<file path="src/rtl/rs_issue_scheduler.sv">
// Age-ordered reservation station: captures operands off the CDB, issues the
// oldest ready op to a single ALU and compacts the queue on removal.
module rs_issue_scheduler #(
  parameter int WIDTH   = 31,
  parameter int ROB     = 2,
  parameter int A_WIDTH = 3,
  parameter int ENTRIES = 4
) (
  input  logic                  clk,
  input  logic                  reset,
  input  logic                  flush,
  input  logic                  dispatchValid,
  output logic                  dispatchReady,
  input  logic [A_WIDTH:0]      dispatchControl,
  input  logic [ROB:0]          dispatchRob,
  input  logic [WIDTH:0]        src1Val,
  input  logic [WIDTH:0]        src2Val,
  input  logic [ROB:0]          src1Tag,
  input  logic [ROB:0]          src2Tag,
  input  logic                  src1Ready,
  input  logic                  src2Ready,
  input  logic                  cdbValid,
  input  logic [ROB:0]          cdbRob,
  input  logic [WIDTH:0]        cdbResult,
  input  logic                  aluAvailable,
  output logic                  issueValid,
  output logic [WIDTH:0]        src1,
  output logic [WIDTH:0]        src2,
  output logic [A_WIDTH:0]      ALUControl,
  output logic [ROB:0]          ALURob,
  output logic [$clog2(ENTRIES):0] occupancy
);
  localparam int LW = $clog2(ENTRIES);

  typedef struct packed {
    logic             vld;
    logic [A_WIDTH:0] ctl;
    logic [ROB:0]     rob;
    logic             r1;
    logic [ROB:0]     t1;
    logic [WIDTH:0]   v1;
    logic             r2;
    logic [ROB:0]     t2;
    logic [WIDTH:0]   v2;
  } ent_t;

  ent_t ent  [ENTRIES];
  ent_t woke [ENTRIES];
  ent_t nxt  [ENTRIES];
  ent_t din;

  logic [LW:0]         cnt;
  logic [LW:0]         wr;
  logic [ENTRIES-1:0]  elig;
  logic [LW-1:0]       sel;
  logic                iss, acc;

  assign occupancy     = cnt;
  assign dispatchReady = (cnt < (LW+1)'(ENTRIES));
  assign acc           = dispatchValid & dispatchReady;
  assign iss           = aluAvailable & (|elig);

  // Eligibility looks only at registered state, so a same-edge wakeup waits a cycle.
  always_comb begin
    elig = '0;
    sel  = '0;
    for (int i = 0; i < ENTRIES; i++)
      elig[i] = ent[i].vld & ent[i].r1 & ent[i].r2;
    for (int i = ENTRIES-1; i >= 0; i--)
      if (elig[i]) sel = LW'(i);
  end

  always_comb begin
    din     = '0;
    din.vld = 1'b1;
    din.ctl = dispatchControl;
    din.rob = dispatchRob;
    din.t1  = src1Tag;
    din.t2  = src2Tag;
    din.r1  = src1Ready;
    din.v1  = src1Val;
    din.r2  = src2Ready;
    din.v2  = src2Val;
    if (!src1Ready && cdbValid && cdbRob == src1Tag) begin
      din.r1 = 1'b1;
      din.v1 = cdbResult;
    end
    if (!src2Ready && cdbValid && cdbRob == src2Tag) begin
      din.r2 = 1'b1;
      din.v2 = cdbResult;
    end
  end

  always_comb begin
    for (int i = 0; i < ENTRIES; i++) begin
      woke[i] = ent[i];
      if (cdbValid && ent[i].vld && !ent[i].r1 && ent[i].t1 == cdbRob) begin
        woke[i].r1 = 1'b1;
        woke[i].v1 = cdbResult;
      end
      if (cdbValid && ent[i].vld && !ent[i].r2 && ent[i].t2 == cdbRob) begin
        woke[i].r2 = 1'b1;
        woke[i].v2 = cdbResult;
      end
    end
  end

  // Compact above the issued slot, then append the new op at the (post-issue) tail.
  always_comb begin
    wr = cnt - (LW+1)'(iss);
    for (int i = 0; i < ENTRIES; i++)
      nxt[i] = woke[i];
    for (int i = 0; i < ENTRIES-1; i++)
      if (iss && i >= int'(sel)) nxt[i] = woke[i+1];
    if (iss) nxt[ENTRIES-1] = '0;
    for (int i = 0; i < ENTRIES; i++)
      if (acc && wr == (LW+1)'(i)) nxt[i] = din;
  end

  always_ff @(posedge clk) begin
    if (reset) begin
      for (int i = 0; i < ENTRIES; i++) ent[i] <= '0;
      cnt        <= '0;
      issueValid <= 1'b0;
      src1       <= '0;
      src2       <= '0;
      ALUControl <= '0;
      ALURob     <= '0;
    end else if (flush) begin
      for (int i = 0; i < ENTRIES; i++) ent[i] <= '0;
      cnt        <= '0;
      issueValid <= 1'b0;
    end else begin
      for (int i = 0; i < ENTRIES; i++) ent[i] <= nxt[i];
      cnt        <= cnt + (LW+1)'(acc) - (LW+1)'(iss);
      issueValid <= iss;
      if (iss) begin
        src1       <= ent[sel].v1;
        src2       <= ent[sel].v2;
        ALUControl <= ent[sel].ctl;
        ALURob     <= ent[sel].rob;
      end
    end
  end
endmodule

</file>
<file path="config.mk">
export PLATFORM = sky130hd
export DESIGN_NAME = rs_issue_scheduler
export DESIGN_NICKNAME = d
export VERILOG_FILES = /design/src/rtl/rs_issue_scheduler.sv
export SDC_FILE = /design/constraint.sdc
export NUM_CORES = 1
export LEC_CHECK = 0
export CAP_MARGIN = 20
export CORE_UTILIZATION = 55
export DETAILED_ROUTE_END_ITERATION = 16
export PLACE_DENSITY = 0.87
export SLEW_MARGIN = 30
export SYNTH_ARGS = -nofsm -noshare
export SYNTH_HDL_FRONTEND = slang
export SYNTH_SLANG_ARGS = --single-unit
</file>
<file path="constraint.sdc">
create_clock -name clk -period 8.4 [get_ports clk]
set_input_delay 2.52 -clock clk [delete_from_list [all_inputs] [get_ports clk]]
set_output_delay 2.52 -clock clk [all_outputs]
set_load 0.02 [all_outputs]
</file>
==> impl_metrics.py <==
metrics = {
    "outcome": {
        "status": "complete, no violations",
    },
    "sta": {
        "relSlewSlack_pct": 28.4,
        "setup_viol": 0,
        "layout_setup_ws_ns": 1.90,
        "fin_setup_tns_ns": 0,
        "rsz0062_at_grt": "no",
        "maxSlewViolCount": 0,
        "finClkSkew_ns": 0.0148,
        "worst_pin_slew_ns": 1.07,
        "finalCritPeriodShare_pct": 77.4,
        "period_minus_slack_ns": 6.50,
        "fmax_mhz": 154,
        "hold_viol": 0,
        "hold_ws_ns": 0.470,
    },
    "yosys": {
        "ys_ff_latch": 395,
        "ys_async_sr_fraction_pct": 0,
        "synth_enable_flop_cells": 240,
        "synth_area_mm2": 0.0209,
        "synth-warning-count": 0,
        "yosysSeqAreaShare_pct": 49.3,
        "ys_types": 52,
        "avgSynthCellArea_um2": 9.84,
        "synthCells": 2125,
        "synth_ff_type": "edfxtp_1",
    },
    "placed_design": {
        "place_congestion": 0.883,
        "pre_cts_slack_ns": 1.32,
        "dp_hpwl_mm": 43.9,
        "port_buffers": 195,
    },
    "global_route": {
        "grt_max_degree": 76,
        "grt-ovfl-total": 0,
        "antenna_found_initial": 3,
        "grt_pass1_vias": 20300,
        "grt_use_total_pct": 38.0,
        "grt_pass1_wl_mm": 114,
    },
    "setup_path": {
        "r2r_setup_slack_ns": 3.35,
        "critPathSlowestCell": "nand3_1",
        "crit_path_end_kind": "flip-flop",
        "crit_arrival_ns": 6.76,
        "cp_num_buf_inv": 3,
        "cp-start-kind": "input port",
        "crit_type": "in -> reg",
        "path_common_cell": "ha_1",
        "cp_top_family": "simple AND/OR/NAND/NOR gates",
        "required_ns": 8.66,
        "regToRegEndpoint": "ent[0][2]",
        "path_depth": 10,
        "path_max_fanout": 28,
        "timing.rr.start": "ent[0][71]",
        "crit_chain": "clkdlybuf4s50_1, nand2_1, inv_1, ha_1, ha_1, nor4bb_1, nand2_2, nand3_1, or2_2, buf_16",
        "r2r_cells": 11,
        "cpPeakStageDelay_ns": 0.79,
    },
    "cells_and_area": {
        "fillerInstances": 2773,
        "multi_input_area_mm2": 0.0102,
        "seq_area_mm2": 0.0103,
        "drive_above_1_share_pct": 6.61,
        "nets": 2439,
        "area_delta_synth_final_pct": 19.3,
    },
    "clock_tree": {
        "cts_tree": "built",
        "numCtsBuffers": 42,
        "cts_setup_buffers": 0,
        "cts_resized": 0,
        "clockBufferDepth": 3,
        "cts_htree_levels": 2,
        "root_buffer": "clkbuf_16",
        "insertion_delay_ns": 0.55,
        "clk_pin_slew_ns": 0.06,
        "cts_sinks": 395,
        "hold_buffers": 0,
    },
    "detailed_routing": {
        "wl_mm": 75.1,
        "via_per_inst": 7.14,
        "ant_nets": 0,
        "drt-initial-drc-count": 3476,
        "dr.pass1.iters": 9,
        "drc_errors": 0,
        "vias": 20400,
        "wl_per_cell_um": 26.3,
    },
    "pwr": {
        "leakage_nw": 9.72,
        "peakVddDrop_mv": 0.138,
        "p_per_area_mw_per_mm2": 183,
    },
    "min_path": {
        "min_delay_worst_endpoint": "src2[13]",
        "hp-class": "reg -> reg",
        "min_from": "ent[0][13]",
        "min_path_cells": 2,
    },
    "die": {
        "core_mm2": 0.0376,
        "die_y_um": 197,
        "ios": 196,
        "start_util_pct": 55.6,
        "std_cell_rows": 71,
        "die_area_mm2": 0.0388,
        "die_w_um": 197,
    },
    "job": {
        "drv_cap": 0,
    },
}
[synth_stat cells (all sizes together) (28+ instances only)]
cell type	number	area [um2]
a21o	28	210
a21oi	66	330
a222oi	71	711
a22oi	42	315
a31oi	50	313
buf	54	245
clkbuf	172	646
dfxtp	155	3100
edfxtp	240	7210
inv	36	135
mux2i	166	1660
nand2	221	830
nor2	176	663
o211ai	32	240
o21ai	147	736
o221ai	37	324
o22ai	124	776
o31ai	32	240
o32ai	32	280
[placed cells by master (no fill, tap or decap), types with 36 or more instances in the layout]
master	count
nor2_1	169
edfxtp_1	240
clkdlybuf4s50_1	195
clkbuf_16	43
a31oi_1	49
conb_1	134
a21oi_1	65
o21ai_0	147
buf_4	38
nand2_1	216
a222oi_1	71
o221ai_1	37
inv_1	36
a22oi_1	42
mux2i_1	164
o22ai_1	124
dfxtp_1	155
[layout make-up]
type                    count  share of cell area, %
diodes                      1                 0.0100
clock buffers              60                   4.69
clock inverters            16                  0.552
inverters                  36                  0.542
multi-input cells        1601                   41.0
flip-flops and latches    395                   41.3
well taps                 511                   2.56
repair buffers            237                   9.33
[kinds of logic (layout without fill, tap and decap cells)]
family | count (synthesis) | count (layout) | share of synthesized area [%]
buffers and inverters | 262 | 349 | 4.91
AO/OA/AOI/OAI | 740 | 740 | 24.5
adder cells (fa/ha/maj) | 6 | 6 | 0.395
other | 1 | 135 | 0.0179
AND/OR/NAND/NOR | 501 | 501 | 10.4
flip-flops | 395 | 395 | 49.3
XOR/XNOR | 32 | 32 | 1.34
multiplexers | 188 | 188 | 9.13
[worst max path at each step]
stage | startpoint | endpoint
after CTS | aluAvailable | ent[0][28]
after detailed placement | aluAvailable | ent[0][5]
final | aluAvailable | ent[0][2]
after global placement | aluAvailable | ent[0][16]
after floorplan | aluAvailable | ent[0][36]
after global routing | aluAvailable | ent[0][5]
[tightest hold or removal path, delay by kind of cell (launching register included)]
| kind | cells | cell delay [ns] |
|---|---|---|
| AOI/OAI and AO/OA | 2 | 0.11 |
| DFF | 1 | 0.32 |
[power breakdown]
part           total [mW]  switching (mW)  internal, mW
Combinational       0.498           0.323         0.176
Sequential           2.23          0.0639          2.16
Clock                1.83           0.792          1.03
[metal layers]
metal  global-route usage [%]  share of wire [%]
met5                        0              0.028
met4                     26.7                7.1
met3                     9.21                 15
met2                     59.0                 44
met1                     46.7                 34
[stage by stage]
step / instance area (um2) / util (%) / power [mW] / instances
after floorplan: 21400 / - / 2.53 / 2258
after global placement: 23500 / 62.6 / 2.70 / 2776
after detailed placement: 23600 / 62.7 / 2.73 / 2778
after CTS: 24900 / 66.2 / 4.51 / 2854
after global routing: 24900 / 66.4 / 4.65 / 2856
final: 24900 / 66.4 / 4.55 / 2857
[sequential cells by signal (all words and copies together) (netlist names)]
name        cells
occupancy       3
ent           320
issueValid      1
ALURob          3
ALUControl      4
src2           32
src1           32
(Power assumes the default switching activity.)
